[src/rtl/wb_rr_arbiter_pkg.sv]
// Shared widths, writeback entry payload and sequence-number age compare
// for the writeback round-robin arbiter.
package wb_rr_arbiter_pkg;

    localparam int unsigned num_pipes      = 4;
    localparam int unsigned seq_num_bits   = 5;
    localparam int unsigned phys_addr_bits = 6;
    localparam int unsigned xlen           = 32;

    typedef struct packed {
        logic [seq_num_bits-1:0]   seq_num;
        logic [xlen-1:0]           pc;
        logic [phys_addr_bits-1:0] waddr;
        logic [xlen-1:0]           wdata;
        logic                      wen;
    } wb_entry_t;

    // Age is the wrapped distance from the oldest in-flight instruction.
    function automatic logic is_younger(input logic [seq_num_bits-1:0] seq,
                                        input logic [seq_num_bits-1:0] ref_seq,
                                        input logic [seq_num_bits-1:0] head);
        logic [seq_num_bits-1:0] age_seq;
        logic [seq_num_bits-1:0] age_ref;
        age_seq = seq - head;
        age_ref = ref_seq - head;
        return age_seq > age_ref;
    endfunction

endpackage

[src/rtl/wb_rr_arbiter_if.sv]
// Execute-pipe completion bus, writeback output and squash/head inputs
// seen by the writeback arbiter.
interface wb_rr_arbiter_if
    import wb_rr_arbiter_pkg::*;
#(
    parameter int unsigned p_num_pipes      = num_pipes,
    parameter int unsigned p_seq_num_bits   = seq_num_bits,
    parameter int unsigned p_phys_addr_bits = phys_addr_bits
);

    logic [p_num_pipes-1:0]                  ex_val;
    logic [p_num_pipes-1:0]                  ex_rdy;
    logic [p_num_pipes*p_seq_num_bits-1:0]   ex_seq_num;
    logic [p_num_pipes*32-1:0]               ex_pc;
    logic [p_num_pipes*p_phys_addr_bits-1:0] ex_waddr;
    logic [p_num_pipes*32-1:0]               ex_wdata;
    logic [p_num_pipes-1:0]                  ex_wen;

    logic                        w_val;
    logic                        w_rdy;
    logic [p_seq_num_bits-1:0]   w_seq_num;
    logic [31:0]                 w_pc;
    logic [p_phys_addr_bits-1:0] w_waddr;
    logic [31:0]                 w_wdata;
    logic                        w_wen;

    logic [p_seq_num_bits-1:0]   head_seq_num;
    logic                        squash_val;
    logic [p_seq_num_bits-1:0]   squash_seq_num;

    // Arbiter side
    modport slave (
        input  ex_val, ex_seq_num, ex_pc, ex_waddr, ex_wdata, ex_wen,
        input  w_rdy, head_seq_num, squash_val, squash_seq_num,
        output ex_rdy, w_val, w_seq_num, w_pc, w_waddr, w_wdata, w_wen
    );

    // Pipes / writeback / squash source side
    modport master (
        output ex_val, ex_seq_num, ex_pc, ex_waddr, ex_wdata, ex_wen,
        output w_rdy, head_seq_num, squash_val, squash_seq_num,
        input  ex_rdy, w_val, w_seq_num, w_pc, w_waddr, w_wdata, w_wen
    );

endinterface

[src/rtl/wb_rr_arbiter_rr_arb.sv]
// Generic round-robin priority pick: first request at or after ptr,
// wrapping, returned as a one-hot grant plus its index.
module rr_arb_n #(
    parameter  int unsigned p_num_width = 4,
    localparam int unsigned idx_w       = (p_num_width > 1) ? $clog2(p_num_width) : 1
) (
    input  logic [p_num_width-1:0] req,
    input  logic [idx_w-1:0]       ptr,
    output logic [p_num_width-1:0] gnt_c,
    output logic [idx_w-1:0]       gnt_idx_c,
    output logic                   gnt_val_c
);

    function automatic logic [idx_w-1:0] wrap_idx(input logic [idx_w-1:0] base,
                                                  input int unsigned off);
        return idx_w'((32'(base) + off) % p_num_width);
    endfunction

    always_comb begin
        gnt_c     = '0;
        gnt_idx_c = '0;
        gnt_val_c = 1'b0;
        for (int unsigned k = 0; k < p_num_width; k++) begin
            if (!gnt_val_c && req[wrap_idx(ptr, k)]) begin
                gnt_val_c                = 1'b1;
                gnt_idx_c                = wrap_idx(ptr, k);
                gnt_c[wrap_idx(ptr, k)]  = 1'b1;
            end
        end
    end

endmodule

[src/rtl/wb_rr_arbiter.sv]
// Round-robin arbiter from the execute pipes onto the single writeback path,
// with a one-entry output register and wrong-path squash filtering.
module wb_rr_arbiter
    import wb_rr_arbiter_pkg::*;
#(
    parameter int unsigned p_num_pipes      = num_pipes,
    parameter int unsigned p_seq_num_bits   = seq_num_bits,
    parameter int unsigned p_phys_addr_bits = phys_addr_bits
) (
    input logic            clk,
    input logic            rst,
    wb_rr_arbiter_if.slave bus
);

    localparam int unsigned idx_w = (p_num_pipes > 1) ? $clog2(p_num_pipes) : 1;

    logic [idx_w-1:0]       ptr;
    logic                   val_q;
    wb_entry_t              entry_q;
    wb_entry_t              grant_entry_c;
    logic [p_num_pipes-1:0] req_c;
    logic [p_num_pipes-1:0] gnt_c;
    logic [idx_w-1:0]       gnt_idx_c;
    logic                   gnt_val_c;
    logic                   reg_kill_c;
    logic                   out_val_c;
    logic                   free_c;
    logic                   grant_kill_c;
    logic                   load_c;

    // A squashed held entry is hidden immediately, so it also frees the register.
    assign reg_kill_c = bus.squash_val &&
                        is_younger(entry_q.seq_num, bus.squash_seq_num, bus.head_seq_num);
    assign out_val_c  = val_q && !reg_kill_c;
    assign free_c     = !out_val_c || bus.w_rdy;
    assign req_c      = bus.ex_val & {p_num_pipes{free_c && rst}};

    rr_arb_n #(.p_num_width(p_num_pipes)) u_rr_arb (
        .req       (req_c),
        .ptr       (ptr),
        .gnt_c     (gnt_c),
        .gnt_idx_c (gnt_idx_c),
        .gnt_val_c (gnt_val_c)
    );

    always_comb begin
        grant_entry_c.seq_num = seq_num_bits'(bus.ex_seq_num[32'(gnt_idx_c)*p_seq_num_bits +: p_seq_num_bits]);
        grant_entry_c.pc      = bus.ex_pc[32'(gnt_idx_c)*32 +: 32];
        grant_entry_c.waddr   = phys_addr_bits'(bus.ex_waddr[32'(gnt_idx_c)*p_phys_addr_bits +: p_phys_addr_bits]);
        grant_entry_c.wdata   = bus.ex_wdata[32'(gnt_idx_c)*32 +: 32];
        grant_entry_c.wen     = bus.ex_wen[gnt_idx_c];
    end

    // Wrong-path grants still release the pipe but never reach the register.
    assign grant_kill_c = bus.squash_val &&
                          is_younger(grant_entry_c.seq_num, bus.squash_seq_num, bus.head_seq_num);
    assign load_c       = gnt_val_c && !grant_kill_c;

    always_ff @(posedge clk or negedge rst) begin
        if (!rst) begin
            ptr     <= '0;
            val_q   <= 1'b0;
            entry_q <= '0;
        end else begin
            if (gnt_val_c) begin
                ptr <= (gnt_idx_c == idx_w'(p_num_pipes - 1)) ? '0 : idx_w'(gnt_idx_c + 1'b1);
            end
            if (load_c) begin
                entry_q <= grant_entry_c;
                val_q   <= 1'b1;
            end else if (free_c) begin
                val_q   <= 1'b0;
            end
        end
    end

    assign bus.ex_rdy    = gnt_c;
    assign bus.w_val     = out_val_c;
    assign bus.w_seq_num = p_seq_num_bits'(entry_q.seq_num);
    assign bus.w_pc      = entry_q.pc;
    assign bus.w_waddr   = p_phys_addr_bits'(entry_q.waddr);
    assign bus.w_wdata   = entry_q.wdata;
    assign bus.w_wen     = entry_q.wen;

endmodule

[src/flat_wrapper.sv]
// flat-port wrapper written by rule: the top's interface ports become plain ports
module wb_rr_arbiter_flat import wb_rr_arbiter_pkg::*;
#(
    parameter int unsigned p_num_pipes      = num_pipes,
    parameter int unsigned p_seq_num_bits   = seq_num_bits,
    parameter int unsigned p_phys_addr_bits = phys_addr_bits
)
  (clk, rst, bus_ex_val, bus_ex_seq_num, bus_ex_pc, bus_ex_waddr, bus_ex_wdata, bus_ex_wen, bus_w_rdy, bus_head_seq_num, bus_squash_val, bus_squash_seq_num, bus_ex_rdy, bus_w_val, bus_w_seq_num, bus_w_pc, bus_w_waddr, bus_w_wdata, bus_w_wen);
  wb_rr_arbiter_if #(.p_num_pipes(p_num_pipes), .p_seq_num_bits(p_seq_num_bits), .p_phys_addr_bits(p_phys_addr_bits)) bus_i ();
  input logic clk;
  input logic rst;
  input wire logic [$bits(bus_i.ex_val)-1:0] bus_ex_val;
  input wire logic [$bits(bus_i.ex_seq_num)-1:0] bus_ex_seq_num;
  input wire logic [$bits(bus_i.ex_pc)-1:0] bus_ex_pc;
  input wire logic [$bits(bus_i.ex_waddr)-1:0] bus_ex_waddr;
  input wire logic [$bits(bus_i.ex_wdata)-1:0] bus_ex_wdata;
  input wire logic [$bits(bus_i.ex_wen)-1:0] bus_ex_wen;
  input wire logic [$bits(bus_i.w_rdy)-1:0] bus_w_rdy;
  input wire logic [$bits(bus_i.head_seq_num)-1:0] bus_head_seq_num;
  input wire logic [$bits(bus_i.squash_val)-1:0] bus_squash_val;
  input wire logic [$bits(bus_i.squash_seq_num)-1:0] bus_squash_seq_num;
  output wire logic [$bits(bus_i.ex_rdy)-1:0] bus_ex_rdy;
  output wire logic [$bits(bus_i.w_val)-1:0] bus_w_val;
  output wire logic [$bits(bus_i.w_seq_num)-1:0] bus_w_seq_num;
  output wire logic [$bits(bus_i.w_pc)-1:0] bus_w_pc;
  output wire logic [$bits(bus_i.w_waddr)-1:0] bus_w_waddr;
  output wire logic [$bits(bus_i.w_wdata)-1:0] bus_w_wdata;
  output wire logic [$bits(bus_i.w_wen)-1:0] bus_w_wen;
  assign bus_i.ex_val = bus_ex_val;
  assign bus_i.ex_seq_num = bus_ex_seq_num;
  assign bus_i.ex_pc = bus_ex_pc;
  assign bus_i.ex_waddr = bus_ex_waddr;
  assign bus_i.ex_wdata = bus_ex_wdata;
  assign bus_i.ex_wen = bus_ex_wen;
  assign bus_i.w_rdy = bus_w_rdy;
  assign bus_i.head_seq_num = bus_head_seq_num;
  assign bus_i.squash_val = bus_squash_val;
  assign bus_i.squash_seq_num = bus_squash_seq_num;
  assign bus_ex_rdy = bus_i.ex_rdy;
  assign bus_w_val = bus_i.w_val;
  assign bus_w_seq_num = bus_i.w_seq_num;
  assign bus_w_pc = bus_i.w_pc;
  assign bus_w_waddr = bus_i.w_waddr;
  assign bus_w_wdata = bus_i.w_wdata;
  assign bus_w_wen = bus_i.w_wen;
  wb_rr_arbiter #(.p_num_pipes(p_num_pipes), .p_seq_num_bits(p_seq_num_bits), .p_phys_addr_bits(p_phys_addr_bits)) u_core (.clk(clk), .rst(rst), .bus(bus_i));
endmodule
[config.mk]
export PLATFORM = sky130hd
export DESIGN_NAME = wb_rr_arbiter_flat
export DESIGN_NICKNAME = d
export VERILOG_FILES = /design/src/rtl/wb_rr_arbiter_pkg.sv /design/src/rtl/wb_rr_arbiter_if.sv /design/src/rtl/wb_rr_arbiter_rr_arb.sv /design/src/rtl/wb_rr_arbiter.sv /design/src/flat_wrapper.sv
export SDC_FILE = /design/constraint.sdc
export NUM_CORES = 1
export LEC_CHECK = 0
export ABC_CLOCK_PERIOD_IN_PS = 10030
export CAP_MARGIN = 40
export CORE_AREA = 2 2 155 157
export CTS_BUF_LIST = sky130_fd_sc_hd__clkbuf_16
export DETAILED_ROUTE_END_ITERATION = 10
export DIE_AREA = 0 0 157 159
export SETUP_SLACK_MARGIN = 0.5
export SYNTH_ARGS = -nofsm -noshare
export SYNTH_HDL_FRONTEND = slang
export SYNTH_SLANG_ARGS = --single-unit
[constraint.sdc]
create_clock -name clk -period 10.03 [get_ports clk]
set_input_delay 3.009 -clock clk [delete_from_list [all_inputs] [get_ports clk]]
set_output_delay 3.009 -clock clk [all_outputs]
set_load 0.005 [all_outputs]
After elaboration in Yosys (flattened, before gate mapping)
Index checks and enable logic that the tools add are counted.
{"block": "word_totals", "ff_bits": 79, "latch_bits": 0, "ramBits": 0, "romBits": 0, "in_bits": 322, "output_inout_bits": 81, "wordCells": 89, "mem_count": 0}
{"block": "classes", "add_sub_neg": 7, "multipliers": 2, "div_mod_pow": 0, "order_cmp": 11, "eq_ne": 1, "shifts": 4, "n_mux": 33, "n_bitwise": 4, "n_reduce_logical": 20}
{"op": "128-bit by 8-bit variable part select with 32-bit output", "n": 2}
{"op": "24-bit by 6-bit variable part select with 6-bit output", "n": 1}
{"op": "20-bit by 6-bit variable part select with 5-bit output", "n": 1}
{"op": "4-bit 2-to-1 mux", "n": 4}
{"op": "2-bit by 3-bit < comparator with 1-bit output (second input constant)", "n": 5}
{"op": "1-bit 2-to-1 mux", "n": 15}
{"op": "5-bit subtractor", "n": 3}
{"op": "1-bit logical AND", "n": 12}
{"op": "4-bit bitwise OR", "n": 3}
{"op": "1-bit binary-select mux with 2-bit select", "n": 5}
{"op": "5-bit > comparator", "n": 2}
{"op": "2-bit 2-to-1 mux", "n": 5}
{"op": "1-bit demux with 2-bit select", "n": 4}
{"op": "2-bit by 1-bit >= comparator with 1-bit output (second input constant)", "n": 4}
{"op": "1-bit logical NOT", "n": 6}
{"op": "2-bit by 3-bit multiplier with 5-bit output (second input constant)", "n": 1}
{"op": "2-bit by 1-bit adder with 2-bit output (second input constant)", "n": 2}
{"op": "2-bit adder (second input constant)", "n": 2}
{"op": "4-bit AND", "n": 1}
{"op": "2-bit by 2-bit multiplier with 4-bit output (second input constant)", "n": 1}
{"op": "2-bit equality test (second input constant)", "n": 1}
{"op": "2-bit nonzero test", "n": 1}
{"op": "1-bit logical OR", "n": 1}

Depth between registers and ports, before layout
{"block": "logic_depth", "depth_word": 29, "depth_mapped": 33, "ltp_nobuf": 30}

By module
From an unflattened synthesis, not the netlist that was laid out.
{"block": "hier_totals", "cells_unflattened": 410, "hier_area_um2": 5939.4}
{"mod": "wb_rr_arbiter", "instances": 1, "cells_each": 365, "area_each_um2": 5520.3, "seq_area_each_um2": 1976.9}
{"mod": "rr_arb_n", "instances": 1, "cells_each": 45, "area_each_um2": 419.2, "seq_area_each_um2": 0.0}

Least setup slack after synthesis
OpenSTA, ideal clock, no wires.
{"block": "synth_path", "path_type": "in2reg", "from": "input bus_squash_seq_num[0]", "to": "register u_core.entry_q (netlist bit u_core.bus.w_pc[0])", "setup_time_ns": 0.141, "arrival_time_ns": 9.014, "required_ns": 9.889, "path_slack_ns": 0.875, "path_stages": 33, "path_buffers": 3, "path_cell_list": "inv_1 > ha_1 > inv_1 > fa_1 > xnor2_1 > ha_1 > nand2_1 > o21ai_0 > a21bo_2 > o31ai_1 > o221a_2 > o21ai_1 > nor2_1 > mux2_2 > ha_1 > fa_1 > inv_1 > a21o_1 > a21oi_1 > xnor2_1 > xnor2_1 > ha_1 > nand3_1 > nor2_1 > nor4b_1 > a2111oi_0 > a31o_2 > and3_1 > buf_2 > and2_1 > buf_2 > clkbuf_1 > a31oi_1"}
{"block": "synth_between", "elab_chain_cells": 28, "word_cells_on_any_way": 39, "cone_classes": "add/sub (2); mul (1); order compare (2); shift (2); mux (16); bitwise (1); reduce/logical (15)"}
{"element": "start: declaration", "line": "flat_wrapper.sv:21", "source": "input wire logic [$bits(bus_i.squash_seq_num)-1:0] bus_squash_seq_num;"}
{"element": "5-bit subtractor *", "line": "wb_rr_arbiter_pkg.sv:25", "source": "age_ref = ref_seq - head;"}
{"element": "5-bit > comparator", "line": "wb_rr_arbiter_pkg.sv:26", "source": "return age_seq > age_ref;"}
{"element": "1-bit logical AND", "line": "wb_rr_arbiter.sv:32", "source": "assign reg_kill_c = bus.squash_val &&"}
{"element": "1-bit logical NOT", "line": "wb_rr_arbiter.sv:34", "source": "assign out_val_c = val_q && !reg_kill_c;"}
{"element": "1-bit logical AND", "line": "wb_rr_arbiter.sv:34"}
{"element": "1-bit logical NOT", "line": "wb_rr_arbiter.sv:35", "source": "assign free_c = !out_val_c || bus.w_rdy;"}
{"element": "1-bit logical OR", "line": "wb_rr_arbiter.sv:35"}
{"element": "1-bit logical AND", "line": "wb_rr_arbiter.sv:36", "source": "assign req_c = bus.ex_val & {p_num_pipes{free_c && rst}};"}
{"element": "[... 12 more ...]"}
{"element": "2-bit 2-to-1 mux", "line": "wb_rr_arbiter_rr_arb.sv:24", "source": "if (!gnt_val_c && req[wrap_idx(ptr, k)]) begin"}
{"element": "2-bit by 3-bit multiplier with 5-bit output", "line": "wb_rr_arbiter.sv:47", "source": "grant_entry_c.seq_num = seq_num_bits'(bus.ex_seq_num[32'(gnt_idx_c)*p_seq_num_bits +: p_seq_num_bits]);"}
{"element": "20-bit by 6-bit variable part select with 5-bit output", "line": "wb_rr_arbiter.sv:47"}
{"element": "5-bit subtractor", "line": "wb_rr_arbiter_pkg.sv:24", "source": "age_seq = seq - head;"}
{"element": "5-bit > comparator", "line": "wb_rr_arbiter_pkg.sv:26"}
{"element": "1-bit logical AND", "line": "wb_rr_arbiter.sv:55", "source": "assign grant_kill_c = bus.squash_val &&"}
{"element": "1-bit logical NOT", "line": "wb_rr_arbiter.sv:57", "source": "assign load_c = gnt_val_c && !grant_kill_c;"}
{"element": "1-bit logical AND", "line": "wb_rr_arbiter.sv:57"}
{"element": "end signal: assignment", "line": "wb_rr_arbiter.sv:69", "source": "entry_q <= grant_entry_c;"}
{"element": "end: declaration", "line": "wb_rr_arbiter.sv:19", "source": "wb_entry_t entry_q;"}
Mark *: on every way between the ends. The rest lies on a longest branch, timed or not. The select of a mux whose other input is x is not followed.
A chain may end at the register's enable or synchronous reset.

Worst setup path in the final report
{"block": "layout_path", "from": "input bus_head_seq_num[1]", "to": "output bus_w_val"}
{"block": "layout_between", "elab_chain_cells": 5, "word_cells_on_any_way": 6, "cone_classes": "add/sub (2); order compare (1); reduce/logical (3)"}
{"element": "start: declaration", "line": "flat_wrapper.sv:19", "source": "input wire logic [$bits(bus_i.head_seq_num)-1:0] bus_head_seq_num;"}
{"element": "5-bit subtractor, on equally long branches", "line": "wb_rr_arbiter_pkg.sv:24, wb_rr_arbiter_pkg.sv:25"}
{"element": "5-bit > comparator *", "line": "wb_rr_arbiter_pkg.sv:26"}
{"element": "1-bit logical AND *", "line": "wb_rr_arbiter.sv:32"}
{"element": "1-bit logical NOT *", "line": "wb_rr_arbiter.sv:34"}
{"element": "1-bit logical AND *", "line": "wb_rr_arbiter.sv:34"}
{"element": "end: declaration", "line": "flat_wrapper.sv:23", "source": "output wire logic [$bits(bus_i.w_val)-1:0] bus_w_val;"}
Mark *: on every way between the ends. The rest lies on a longest branch, timed or not.

==> run summary <==
The switching share of power came out at 0.413. The CTS sink count came out at 79. The initial standard-cell utilization of the core came out at 0.258. The number of optimization iterations in the first detailed-route pass came out at 8. The congestion estimate from routability-driven global placement came to 0.879.

The count of routing violations after the opening detailed-route iteration came out at 301. The setup violation total in the final timing report is 0. The slew at the pin closest to its max-slew limit is 0.770 ns. The core area came out at 23,200 sq um. The number of standard-cell rows in the floorplan came out at 56.

The post-synthesis sequential area ratio is 0.330. The number of I/O pins is 403. The max capacitance violation total came out at 0. The pin count of the biggest net entering global routing is 64. The global-route usage over all layers is 0.197.

The period utilization came out at 0.927. VDD sags by at most 0.000143 V. The wire length on met1 came out at 10,500 microns.

The critical path endpoint category is an output port. The share of total power in sequential cells is 0.191. The post-synthesis net count came out at 1,028. The clock insertion delay at the later pin of the skew report is 0.34 ns. The mapped netlist covers 5980 sq um. The met2 layer wire length in the routed design came out at 13,100 microns. At the worst endpoint, the arrival time is 6.29 ns. The area of the die came out at 25,000 sq um. Adding up every negative setup slack in the final design gives 0 ns. The clock skew after layout came out at 0.0140 ns.

The most numerous cell type found on the critical path is sky130_fd_sc_hd__clkdlybuf4s50_1. The clock network fraction of total power came out at 0.110. The cell family contributing the most delay on the critical path is buffers and inverters.

The max-slew headroom at the worst pin came out at 0.487. The total CTS buffers came out at 9. Routed signal wires occupy layers up through met4. STA classifies the critical path startpoint as an input port. The most used flip-flop cell after synthesis is sky130_fd_sc_hd__dfrtp_1. The clock root buffer master is sky130_fd_sc_hd__clkbuf_16. For this run, the number of Yosys warnings is 0.

The width of the chip came out at 157 microns. Counting every instance in the synthesized netlist gives 679. The minimum clock period is 9.30 ns. The maximum level of the CTS H-tree is 3. The count of port buffers added during placement came out at 402. The initial antenna violation count is 1. The number of enable flip-flop cells after synthesis is 0. Detailed routing placed a total of 2170 microns of wire on met3. The layout net count came out at 1,422. The remaining global-route overflow came out at 0.

The classification of the worst-slack hold path is reg -> reg. After detailed routing, the total wire length is 26,400 microns. The fraction of power consumed by combinational cells is 0.699. The final route contains 6,822 vias. Counting both buffers and inverters, the worst setup path holds a total of 4.

The CTS tree is built. For this run, the top clock speed supported by timing is 108 MHz. Once detail routing completed, the nets flagged for antenna violations numbered 0. The via count of the first global-routing pass is 6,867. For this run, design rule violations remaining after detail routing come to 0. The average instance area after synthesis came out at 8.81 sq um. The run finished with clean final reports. The analysis attributes to cell leakage a power of 4.36 nW. The vias per cell is 4.88.

Summed over all nets, the switching power comes to 1.28 mW. The area growth from synthesis to layout came out at 83.8%. The data required time at the worst endpoint came out at 7.02 ns. The maximum fanout encountered on the critical timing path came out at 5. The number of slew-limit violations in the final report came out at 0. Traced cell by cell, the critical path runs through clkdlybuf4s50_1 -> inv_2 -> fa_2 -> xor2_1 -> ha_4 -> a21oi_1 -> o21ai_2 -> a21bo_2 -> o31ai_4 -> buf_4 -> o221ai_2 -> and2_1 -> clkdlybuf4s50_1. The power density over the cells is 282 nW/um^2. The register bit count reported by yosys is 79. The die extent in y is 159 microns. The count of endpoints failing hold in the final timing report is 0. The routed wire length per instance is 18.9 microns. The global-route wire length before repair is 38,500 microns.

In the final layout, the share of cells above drive strength 1 is 0.150. The largest buffer count on any clock path is 2. The power after layout came out at 3.10 mW. The count of unique library cells instantiated by Yosys came out at 60.

The largest stage delay on the critical path came out at 0.53 ns. The repair_antennas step left the layout with diodes totalling 0. The share of flip-flops with an asynchronous set or reset is 1.00. The slowest stage cell on the critical path is sky130_fd_sc_hd__clkdlybuf4s50_1. After clock tree synthesis, the flow added hold-fix buffers numbering 0.

Setup repair after global routing could not meet its margin everywhere. The clock transition time at the flip-flop clock pins of the worst setup and hold paths is 0.06 ns. After legalization and detailed placement, the total HPWL measured 19,700 microns. The class of the most critical setup path is in -> out. The cell internal power dissipation is 1.82 mW.
## registers in the layout, indices dropped and copies added (netlist names)
signal	count
u_core.bus.w_pc	32
u_core.val_q	1
u_core.bus.w_waddr	6
u_core.bus.w_seq_num	5
u_core.ptr	2
u_core.bus.w_wdata	32
u_core.bus.w_wen	1
## power by group through the flow
stage | sequential (mW) | combinational, mW | clock [mW]
floorplan | 0.595 | 1.17 | 0
global placement | 0.590 | 2.01 | 0
detailed placement | 0.596 | 2.03 | 0
CTS | 0.593 | 2.05 | 0.353
global route | 0.617 | 2.36 | 0.365
finish | 0.593 | 2.17 | 0.340
## synthesized netlist by cell type (3+ instances only)
cell type | instances | area [sq um]
sky130_fd_sc_hd__buf_2 | 31 | 155
sky130_fd_sc_hd__a222oi_1 | 4 | 40.0
sky130_fd_sc_hd__o21ai_0 | 8 | 40.0
sky130_fd_sc_hd__a31oi_1 | 72 | 450
sky130_fd_sc_hd__buf_1 | 6 | 22.5
sky130_fd_sc_hd__a21oi_1 | 13 | 65.1
sky130_fd_sc_hd__inv_1 | 17 | 63.8
sky130_fd_sc_hd__xor2_1 | 5 | 43.8
sky130_fd_sc_hd__nor3_1 | 3 | 15.0
sky130_fd_sc_hd__clkbuf_1 | 15 | 56.3
sky130_fd_sc_hd__nand2_1 | 154 | 578
sky130_fd_sc_hd__mux2_2 | 74 | 833
sky130_fd_sc_hd__mux2i_1 | 14 | 140
sky130_fd_sc_hd__o22ai_1 | 70 | 438
sky130_fd_sc_hd__ha_1 | 24 | 300
sky130_fd_sc_hd__dfrtp_1 | 79 | 1980
sky130_fd_sc_hd__nand2b_1 | 3 | 18.8
sky130_fd_sc_hd__a21o_1 | 6 | 45.0
sky130_fd_sc_hd__nor3b_1 | 5 | 37.5
sky130_fd_sc_hd__nor2_1 | 14 | 52.6
sky130_fd_sc_hd__fa_1 | 3 | 60.1
sky130_fd_sc_hd__xnor2_1 | 11 | 96.3
## placed cells by master (no fill, tap or decap), types with 4 or more instances in the layout
master / count
sky130_fd_sc_hd__clkdlybuf4s50_1: 396
sky130_fd_sc_hd__a31oi_1: 72
sky130_fd_sc_hd__dfrtp_1: 79
sky130_fd_sc_hd__o22ai_1: 69
sky130_fd_sc_hd__inv_1: 17
sky130_fd_sc_hd__buf_12: 5
sky130_fd_sc_hd__nor3b_1: 5
sky130_fd_sc_hd__mux2_2: 74
sky130_fd_sc_hd__nor2_1: 13
sky130_fd_sc_hd__xnor2_1: 10
sky130_fd_sc_hd__buf_4: 20
sky130_fd_sc_hd__nand2_1: 154
sky130_fd_sc_hd__clkbuf_16: 13
sky130_fd_sc_hd__o21ai_0: 7
sky130_fd_sc_hd__xor2_1: 5
sky130_fd_sc_hd__mux2i_1: 14
sky130_fd_sc_hd__a21o_1: 6
sky130_fd_sc_hd__ha_1: 19
sky130_fd_sc_hd__a222oi_1: 4
sky130_fd_sc_hd__a21oi_1: 12
## path summary, 6_finish.rpt
kind                       depth (start not counted)               startpoint  slack, ns                      end
setup / recovery                                  13      bus_head_seq_num[1]       0.73                bus_w_val
hold / removal                                     1  u_core.bus.w_seq_num[2]       0.55  u_core.bus.w_seq_num[2]
setup reg to reg                                  24            u_core.ptr[0]       3.33      u_core.bus.w_pc[23]
hold reg to reg                                    1  u_core.bus.w_seq_num[2]       0.55  u_core.bus.w_seq_num[2]
max in group asynchronous                          2                      rst       6.28  u_core.bus.w_seq_num[2]
min in group asynchronous                          1                      rst       2.60    u_core.bus.w_waddr[1]
## cells by family (layout without fill, tap and decap cells)
kind of cell / count (synthesis) / count (layout) / synth area share
buffers and inverters: 70 / 467 / 0.0517
flip-flops: 79 / 79 / 0.330
multiplexers: 90 / 90 / 0.170
XOR/XNOR: 17 / 17 / 0.0261
AO/OA/AOI/OAI: 197 / 197 / 0.220
adder cells (fa/ha/maj): 27 / 27 / 0.0602
AND/OR/NAND/NOR: 199 / 201 / 0.141
## worst register-to-register path, cell delays in order, from the launching register on
cell and delay (ns):
sky130_fd_sc_hd__dfrtp_1 0.70, sky130_fd_sc_hd__inv_1 0.24, sky130_fd_sc_hd__ha_1 0.46, sky130_fd_sc_hd__nor3b_1 0.43, sky130_fd_sc_hd__a31oi_1 0.14, sky130_fd_sc_hd__a21oi_1 0.49
sky130_fd_sc_hd__a2bb2oi_4 0.21, sky130_fd_sc_hd__and2_4 0.19, sky130_fd_sc_hd__a21boi_4 0.26, sky130_fd_sc_hd__buf_4 0.16, sky130_fd_sc_hd__mux2i_1 0.19, sky130_fd_sc_hd__mux2i_1 0.14
sky130_fd_sc_hd__ha_1 0.44, sky130_fd_sc_hd__a21oi_1 0.11, sky130_fd_sc_hd__xnor2_1 0.19, sky130_fd_sc_hd__xnor2_1 0.10, sky130_fd_sc_hd__ha_1 0.34, sky130_fd_sc_hd__nor2b_1 0.17
sky130_fd_sc_hd__nor3b_1 0.14, sky130_fd_sc_hd__a2111oi_2 0.29, sky130_fd_sc_hd__a31o_2 0.23, sky130_fd_sc_hd__or3b_4 0.52, sky130_fd_sc_hd__buf_12 0.20, sky130_fd_sc_hd__o22ai_1 0.16
sky130_fd_sc_hd__a31oi_1 0.06
## area by class of cell
| cell class | count | area (sq um) |
|---|---|---|
| Clock buffer | 9 | 225 |
| Clock inverter | 7 | 71.3 |
| Fill cell | 2282 | 12200 |
| Inverter | 17 | 63.8 |
| Multi-Input combinational cell | 532 | 3850 |
| Sequential cell | 79 | 1980 |
| Tap cell | 319 | 399 |
| Timing Repair Buffer | 434 | 4410 |
## repair_timing
item	in CTS	in global routing
gates resized for setup	11	31
cloned	0	7
buffers inserted	2	2
pin swaps	4	9
endpoints found under the setup margin	69	81
## metal layers
metal	global-route usage	up-vias
li1	-	3300
met1	0.231	3184
met2	0.350	298
met3	0.0455	40
met4	0.0626	0
met5	0	-
## metrics by stage
stage / instance area (sq um) / utilization / instances / hold WS, ns / setup slack [ns]
floorplan: 5980 / - / 679 / 0.534 / 0.875
global placement: 10400 / 0.448 / 1369 / 0.531 / 0.129
detailed placement: 10400 / 0.450 / 1370 / 0.536 / 0.0852
CTS: 10800 / 0.464 / 1388 / 0.552 / 0.518
global route: 11000 / 0.474 / 1397 / 0.584 / 0.470
finish: 11000 / 0.474 / 1397 / 0.548 / 0.733
Note: power is estimated with default switching activity, not from simulation.
